`config.mk`:
```
export PLATFORM = sky130hd
export DESIGN_NAME = painel_controlador
export DESIGN_NICKNAME = d
export VERILOG_FILES = /design/src/rtl/painel_controlador.sv
export SDC_FILE = /design/constraint.sdc
export NUM_CORES = 1
export LEC_CHECK = 0
export ABC_CLOCK_PERIOD_IN_PS = 5450
export CAP_MARGIN = 25
export CORE_MARGIN = 2
export CORE_UTILIZATION = 57
export CTS_CLUSTER_SIZE = 28
export DETAILED_ROUTE_END_ITERATION = 8
export GPL_ROUTABILITY_DRIVEN = 0
export PLACE_DENSITY = 0.75
export SYNTH_ARGS = -nofsm -noshare
export SYNTH_HDL_FRONTEND = slang
export SYNTH_SLANG_ARGS = --single-unit
```
`constraint.sdc`:
```
create_clock -name CLK -period 5.45 [get_ports CLK]
set_input_delay 0.545 -clock CLK [delete_from_list [all_inputs] [get_ports CLK]]
set_output_delay 0.545 -clock CLK [all_outputs]
set_load 0.02 [all_outputs]
```
`src/rtl/painel_controlador.sv`:
```
// painel_controlador: sequencer for the LED panel row shift registers.
// Debounces the three panel buttons, runs the display mode FSM, drives the
// shared mode code and shift-enable pulse to the five row registers, scans
// the matrix rows and tracks the 16-step scroll offset.
//
// Ports:
//   CLK        system clock, all state changes on the rising edge
//   RST        asynchronous active-high reset
//   btn_parar  raw stop button (async, active-high)
//   btn_esq    raw right-to-left button (async, active-high)
//   btn_dir    raw left-to-right button (async, active-high)
//   ch0, ch1   mode code {ch1,ch0}: 00 load, 01 right-to-left, 10 left-to-right, 11 hold
//   desloca    one-cycle shift-enable pulse to all row registers
//   linhas     one-hot row enable
//   blank      forces LEDs off when 1
//   passo      current scroll offset 0..15
//   volta      one-cycle pulse on pattern wrap
//   estado     current FSM state (debug)
module painel_controlador #(
    parameter int unsigned DIV_SHIFT  = 12_500_000,
    parameter int unsigned DIV_SCAN   = 50_000,
    parameter int unsigned DEB_CYCLES = 500_000
) (
    input  logic       CLK,
    input  logic       RST,
    input  logic       btn_parar,
    input  logic       btn_esq,
    input  logic       btn_dir,
    output logic       ch0,
    output logic       ch1,
    output logic       desloca,
    output logic [4:0] linhas,
    output logic       blank,
    output logic [3:0] passo,
    output logic       volta,
    output logic [1:0] estado
);

    localparam int unsigned SHIFT_W = (DIV_SHIFT > 1) ? $clog2(DIV_SHIFT) : 1;
    localparam int unsigned SCAN_W  = (DIV_SCAN > 1) ? $clog2(DIV_SCAN) : 1;
    localparam int unsigned DEB_W   = (DEB_CYCLES > 1) ? $clog2(DEB_CYCLES) : 1;

    localparam logic [SHIFT_W-1:0] SHIFT_LAST = SHIFT_W'(DIV_SHIFT - 1);
    localparam logic [SCAN_W-1:0]  SCAN_LAST  = SCAN_W'(DIV_SCAN - 1);
    localparam logic [DEB_W-1:0]   DEB_LAST   = DEB_W'(DEB_CYCLES - 1);

    // Button index: 0 = parar, 1 = esq, 2 = dir (also the priority order)
    localparam int unsigned NBTN = 3;

    typedef enum logic [1:0] {
        CARREGA = 2'b00,
        PARADO  = 2'b01,
        DIR_ESQ = 2'b10,
        ESQ_DIR = 2'b11
    } state_t;

    logic [NBTN-1:0]  btn_raw;
    logic [NBTN-1:0]  sync1;
    logic [NBTN-1:0]  sync2;
    logic [NBTN-1:0]  deb;
    logic [NBTN-1:0]  deb_q;
    logic [DEB_W-1:0] deb_cnt [NBTN];
    logic [NBTN-1:0]  evento;

    state_t             state;
    state_t             state_n;
    logic               fase;
    logic               fase_n;
    logic [SHIFT_W-1:0] div_cnt;
    logic [SHIFT_W-1:0] div_n;
    logic [3:0]         passo_n;
    logic               desloca_n;
    logic               volta_n;
    logic [1:0]         ch_n;
    logic               blank_n;

    logic [SCAN_W-1:0]  scan_cnt;

    assign btn_raw = {btn_dir, btn_esq, btn_parar};

    // Synchronizers and debounce counters; any low sample restarts the count
    always_ff @(posedge CLK or posedge RST) begin
        if (RST) begin
            sync1 <= '0;
            sync2 <= '0;
            deb   <= '0;
            deb_q <= '0;
            for (int i = 0; i < NBTN; i++) begin
                deb_cnt[i] <= '0;
            end
        end else begin
            sync1 <= btn_raw;
            sync2 <= sync1;
            deb_q <= deb;
            for (int i = 0; i < NBTN; i++) begin
                if (!sync2[i]) begin
                    deb_cnt[i] <= '0;
                    deb[i]     <= 1'b0;
                end else if (deb_cnt[i] == DEB_LAST) begin
                    deb[i] <= 1'b1;
                end else begin
                    deb_cnt[i] <= deb_cnt[i] + DEB_W'(1);
                end
            end
        end
    end

    // Press event: rising edge of the debounced level
    assign evento = deb & ~deb_q;

    // State and registered outputs
    always_ff @(posedge CLK or posedge RST) begin
        if (RST) begin
            state      <= CARREGA;
            fase       <= 1'b0;
            div_cnt    <= '0;
            passo      <= 4'd0;
            desloca    <= 1'b0;
            volta      <= 1'b0;
            {ch1, ch0} <= 2'b00;
            blank      <= 1'b1;
        end else begin
            state      <= state_n;
            fase       <= fase_n;
            div_cnt    <= div_n;
            passo      <= passo_n;
            desloca    <= desloca_n;
            volta      <= volta_n;
            {ch1, ch0} <= ch_n;
            blank      <= blank_n;
        end
    end

    // Next state; events are checked before the divider so a state change
    // always suppresses a pulse due in the same cycle
    always_comb begin
        state_n   = state;
        fase_n    = 1'b0;
        div_n     = div_cnt;
        passo_n   = passo;
        desloca_n = 1'b0;
        volta_n   = 1'b0;
        ch_n      = 2'b00;
        blank_n   = 1'b1;

        case (state)
            CARREGA: begin
                if (!fase) begin
                    fase_n    = 1'b1;
                    desloca_n = 1'b1;
                end else begin
                    state_n = PARADO;
                end
            end
            PARADO: begin
                if (evento[0]) begin
                    state_n = CARREGA;
                    passo_n = 4'd0;
                end else if (evento[1]) begin
                    state_n = DIR_ESQ;
                    div_n   = '0;
                end else if (evento[2]) begin
                    state_n = ESQ_DIR;
                    div_n   = '0;
                end
            end
            DIR_ESQ: begin
                if (evento[0]) begin
                    state_n = CARREGA;
                    passo_n = 4'd0;
                end else if (evento[2]) begin
                    state_n = ESQ_DIR;
                    div_n   = '0;
                end else if (div_cnt == SHIFT_LAST) begin
                    div_n     = '0;
                    desloca_n = 1'b1;
                    passo_n   = passo + 4'd1;
                    volta_n   = (passo == 4'd15);
                end else begin
                    div_n = div_cnt + SHIFT_W'(1);
                end
            end
            ESQ_DIR: begin
                if (evento[0]) begin
                    state_n = CARREGA;
                    passo_n = 4'd0;
                end else if (evento[1]) begin
                    state_n = DIR_ESQ;
                    div_n   = '0;
                end else if (div_cnt == SHIFT_LAST) begin
                    div_n     = '0;
                    desloca_n = 1'b1;
                    passo_n   = passo - 4'd1;
                    volta_n   = (passo == 4'd0);
                end else begin
                    div_n = div_cnt + SHIFT_W'(1);
                end
            end
            default: begin
                state_n = CARREGA;
            end
        endcase

        // Mode code and blank follow the state being entered
        case (state_n)
            CARREGA: begin
                ch_n    = 2'b00;
                blank_n = 1'b1;
            end
            PARADO: begin
                ch_n    = 2'b11;
                blank_n = 1'b1;
            end
            DIR_ESQ: begin
                ch_n    = 2'b01;
                blank_n = 1'b0;
            end
            ESQ_DIR: begin
                ch_n    = 2'b10;
                blank_n = 1'b0;
            end
            default: begin
                ch_n    = 2'b00;
                blank_n = 1'b1;
            end
        endcase
    end

    // Free-running row scan, independent of the display mode
    always_ff @(posedge CLK or posedge RST) begin
        if (RST) begin
            scan_cnt <= '0;
            linhas   <= 5'b00001;
        end else if (scan_cnt == SCAN_LAST) begin
            scan_cnt <= '0;
            linhas   <= {linhas[3:0], linhas[4]};
        end else begin
            scan_cnt <= scan_cnt + SCAN_W'(1);
        end
    end

    assign estado = state;

endmodule

```
==> results of run 1 <==
[cells by family after synthesis]
| group | after synthesis | share of synthesized area |
|---|---|---|
| AOI/OAI and AO/OA | 78 | 0.0849 |
| DFF | 126 | 0.510 |
| and+or+nand+nor | 273 | 0.244 |
| muxes | 13 | 0.0222 |
| adders and majority gates | 9 | 0.0182 |
| buffers and inverters | 34 | 0.0230 |
| xor gates and xnor gates | 69 | 0.0976 |
[final cells by class]
type / instances / area share
clock inverter: 14 / 0.0301
inverter: 14 / 0.00769
sequential: 126 / 0.441
multi-input combinational: 442 / 0.404
tap: 140 / 0.0245
timing repair buffer: 22 / 0.0329
clock buffer: 18 / 0.0598
[power groups by stage]
stage	combinational, mW	sequential, mW	clock, mW
after floorplan	0.0297	0.966	0
after global placement	0.0353	0.972	0
after detailed placement	0.0367	0.972	0
after CTS	0.0368	0.956	1.24
after global routing	0.0441	0.958	1.29
final	0.0374	0.956	1.21
[layer usage]
metal  part of all wire  up-vias
met5                  0        -
met2               0.47       87
li1                   -     2177
met1               0.47     2165
met3              0.046       15
met4              0.016        0
[stage by stage]
stage | instances | instance area [um^2] | util | hold WS, ns
after floorplan | 602 | 6190 | - | 0.331
after global placement | 743 | 6490 | 0.606 | 0.333
after detailed placement | 743 | 6490 | 0.606 | 0.335
after CTS | 775 | 7130 | 0.667 | 0.348
after global routing | 776 | 7160 | 0.669 | 0.252
final | 776 | 7160 | 0.669 | 0.264
[sequential cells by signal (all words and copies together), names as in the netlist, 2 cells and up]
register / flops
scan_cnt: 16
deb_q: 3
deb: 3
div_cnt: 24
linhas: 5
estado: 2
deb_cnt: 57
passo: 4
sync1: 3
sync2: 3
[cells in the mapped netlist (3+ instances only)]
master and n:
a21boi_1 3, clkbuf_1 16, nor4b_1 3, xnor2_1 42, or4_1 5, a21oi_1 10
nor2_1 38, o21a_1 6, and4_1 6, a21o_1 3, nor3_1 17, o2111ai_1 6
a2bb2oi_1 3, or3_1 11, and2_1 46, mux2_2 5, ha_1 9, xor2_1 27
nor2b_1 13, nand3_1 41, o21ai_1 8, a22o_1 4, and3_1 12, or2_2 3
o21ai_0 18, nor4_1 10, nand2_1 35, mux2i_1 7, dfrtp_1 124, inv_1 13
nand4_1 22
[path summary, 6_finish.rpt]
kind,end,cells past startpoint
setup reg to reg,div_cnt[5],6
min in group CLK,sync2[1],0
hold / removal,scan_cnt[13],2
max in group asynchronous,deb_cnt[0],3
setup / recovery,div_cnt[5],6
hold reg to reg,sync2[1],0
==> impl_metrics.toml, run 1 <==
[drt]
post_drt_wl_per_cell_um = 14.7
via_per_inst = 5.73
drtIter0Drc = 233
wl_um = 11400
via_count = 4444
drc = 0
ant_nets = 0
dr.pass1.iters = 5

[sta]
final_max_slew_viol_count = 0
setup_viol = 0
final.setup_skew_ns = 0.00618
setup_tns_ns = 0
postLayoutSetupSlackWorst_ns = 2.81
max_freq_ghz = 0.379
worstMarginPinSlew_ns = 0.944
min_period_over_period = 0.484
hold_viol = 0
rsz0062_at_grt = "no"
fin_crit_ns = 2.64
max_slew_margin = 0.368

[power_and_ir_drop]
clock_power_share = 0.549
comb_power_share = 0.017
p_leak_nw = 3.13
peakVddDrop_v = 0.000243
p_sw_frac = 0.203
intPower_mw = 1.76
p_sw_mw = 0.448
power.density_nw_per_um2 = 308
p_seq_frac = 0.434
total_power_mw = 2.21

[placement]
place_ws_ns = 2.83
dp_hpwl_um = 7350
port_buffers = 20

[logic_synthesis]
yosysTopAreaCellShare = 0.501
yosysWarnings = 0
yosys.area.top_type = "dfrtp_1"
synthFlopType = "dfrtp_1"
synthTopCellsByArea = "dfrtp_1 (50%), xnor2_1 (5.9%), and2_1 (4.6%)"
avgSynthCellArea_um2 = 10.3
synth.distinct_cells = 59
synth-edff-count = 0
ys_ff_latch = 126
synth_nets = 616
syn-cell-area_um2 = 6190
synth_cells = 602
synth_seq_area_share = 0.510
synth-async-reset-ratio = 1.00

[grt]
grt_pass1_wl_um = 19800
met3_usage = 0.0784
antenna_found_initial = 0
grt_pass1_vias = 4305
met2_usage = 0.339
grt_util_met1 = 0.283
grt_util_all_layers = 0.217
grt_max_degree = 86
grt_busiest_layer = "met2"
grt_overflow = 0

[clock_tree]
clockBufferDepth = 2
cts_tree = "built"
cts_resized = 0
clock_sinks = 126
htreeDepth = 4
cts_made_buffers = 17
holdBufCountCts = 0
clkLatencyLatePin_ns = 0.54
path_clk_slew_ns = 0.06
root_buffer = "clkbuf_8"
post_cts_buffers = 0

[worst_setup_path]
cp_top_family = "compound AO/OA/AOI/OAI gates"
startpoint_type = "flop"
cpMaxStageDelayCell = "o211ai_1"
critPathArrivalTime_ns = 3.06
critPathMaxStageDelay_ns = 0.80
path_cells = "ha_1 > and4_1 > nand4_1 > o211ai_1 > nor2_1 > a22o_1"
critical_path.startpoint = "div_cnt[0]"
endpoint_kind = "flop"
required_ns = 5.87
r2r-start = "div_cnt[0]"
reg2reg_slack_ns = 2.81
critPathBufInv = 0
critical_path_class = "flop to flop"
worst-path-max-fanout = 12

[die]
coreArea_um2 = 10700
pin_count = 21
die_h_um = 108
fp.dieW_um = 108
die_area_um2 = 11700
row_count = 38
initial_core_util = 0.579

[cells_and_area]
multi_input_area_um2 = 2890
mostFrequentLayoutCells = "dfrtp_1 (124), and2_1 (46), xnor2_1 (42)"
final_common_cell = "dfrtp_1"
layout-drive-gt1-share = 0.0802
nets = 637
antenna_cells = 0
synthToLayoutAreaGrowth_pct = 15.6
regArea_um2 = 3160
nFillCells = 800

[flow_run]
max-cap-violations = 0

[min_path]
hold_path_class = "input pin to async pin"

[outcome]
status = "finished clean"
(Power assumes the default switching activity.)
==> inputs of run 2 (changes only) <==
ABC_CLOCK_PERIOD_IN_PS = 2700   (was 5450)
clock period = 2.7 ns   (was 5.45 ns; I/O delays follow)
==> run 2 against run 1 <==
Effect of this change:
- power up 100%
- final area increased by 0.51%
- largest cell class unchanged
- sequential cell count did not move
- largest power group unchanged
- via count rose by 0.43%
- clock power grew 100%
==> impl_metrics.toml, run 2 (synthesis gave the netlist of run 1 again) <==
[drt]
via_per_inst = 5.71
met1_length_um = 5430
dr_wl_met3_um = 379
ant_nets = 0
wl_um = 11600
post_drt_wl_per_cell_um = 14.9
drc = 0
dr.pass1.iters = 4
met2WireLength_um = 5660
via_count = 4463
drtIter0Drc = 272
top_layer_used = "met4"

[worst_setup_path]
reg2reg_slack_ns = 0.49
startpoint_type = "flop"
endpoint_kind = "flop"
worst-path-max-fanout = 6
required_ns = 3.12
critPathArrivalTime_ns = 2.63
critical_path_class = "flop to flop"

[die]
coreArea_um2 = 10700
pin_count = 21
fp.dieW_um = 108
row_count = 38
initial_core_util = 0.579
die_area_um2 = 11700
die_h_um = 108

[clock_tree]
path_clk_slew_ns = 0.06
clockBufferDepth = 2
htreeDepth = 4
holdBufCountCts = 0
cts_made_buffers = 17
clock_sinks = 126
clkLatencyLatePin_ns = 0.53
post_cts_buffers = 0
cts_tree = "built"
root_buffer = "clkbuf_8"
cts_resized = 0

[power_and_ir_drop]
total_power_mw = 4.47
peakVddDrop_v = 0.000445
power.density_nw_per_um2 = 622
p_leak_nw = 3.14

[cells_and_area]
finalInstanceArea_um2 = 7190
antenna_cells = 0
largest_reg_flops = 57
mostFrequentLayoutCells = "dfrtp_1 (124), and2_1 (46), xnor2_1 (42)"
final_common_cell = "dfrtp_1"
regMostFlops = "deb_cnt"
final_core_util = 0.673
layout-drive-gt1-share = 0.0827
synthToLayoutAreaGrowth_pct = 16.2
largest_registers = "deb_cnt x57, div_cnt x24, scan_cnt x16"
nets = 642
nFillCells = 799

[sta]
final.setup_skew_ns = 0.00443
min_period_over_period = 0.819
final_max_slew_viol_count = 0
rsz0062_at_grt = "no"
worstMarginPinSlew_ns = 0.575
max_freq_ghz = 0.452
setup_viol = 0
hold_viol = 0
setup_tns_ns = 0
max_slew_margin = 0.616
fin_crit_ns = 2.21
postLayoutSetupSlackWorst_ns = 0.488

[grt]
grt_util_all_layers = 0.224
grt_pass1_wl_um = 20500
antenna_found_initial = 0
grt_pass1_vias = 4356
grt_overflow = 0
grt_max_degree = 82

[outcome]
status = "finished clean"

[placement]
place_area_um2 = 6550
dp_hpwl_um = 7640
port_buffers = 20
place_ws_ns = 0.478

[min_path]
hold_path_class = "input pin to async pin"

[flow_run]
max-cap-violations = 0
## run 2: cell types whose count changed in the layout (fill, tap and decap cells not counted), moves of 2 or more
| cell | change |
|---|---|
| buf_4 | +5 |
| clkinv_4 | -2 |
| clkbuf_8 | +2 |
| clkbuf_1 | +3 |
| clkinvlp_4 | +2 |
| clkinv_2 | -3 |
## run 2: critical path: stages, from the launching register on
cell	delay, ns
dfrtp_1	0.44
or4_1	0.50
or4_1	0.64
o2111ai_1	0.29
xnor2_1	0.09
and2_1	0.15
## run 2: worst paths after layout
check                                   to  depth (start not counted)       start
worst max-delay path            deb_cnt[3]                          5  deb_cnt[9]
worst max register to register  deb_cnt[3]                          5  deb_cnt[9]
worst min-delay path              sync1[1]                          2         RST
max in group asynchronous        linhas[0]                          3         RST
worst min register to register    sync2[2]                          0    sync1[2]
min in group CLK                  sync1[1]                          1     btn_esq
## run 2: final cells by class
cell class | count | area, um^2 | share of cell area
Tap cell | 140 | 175 | 0.0243
Sequential cell | 126 | 3160 | 0.439
Clock inverter | 9 | 181 | 0.0252
Multi-Input combinational cell | 442 | 2890 | 0.402
Clock buffer | 23 | 467 | 0.0649
Inverter | 14 | 56.3 | 0.00783
Timing Repair Buffer | 27 | 265 | 0.0369
## run 2: where the power goes
part | switching [mW] | internal (mW) | total, mW
clock | 0.802 | 1.67 | 2.47
sequential | 0.0251 | 1.91 | 1.93
combinational | 0.0468 | 0.0270 | 0.0738
total | 0.874 | 3.60 | 4.47
## run 2: stage by stage
stage	hold WS [ns]	std cells
finish	0.134	781
global route	0.161	781
CTS	0.127	781
detailed placement	0.340	749
global placement	0.332	749
floorplan	0.301	602
## run 2: layer usage
metal  vias up  global-route usage
met5         -                   0
met4         0              0.0842
met3        13              0.0609
met2        65               0.348
met1      2199               0.301
li1       2186                   -
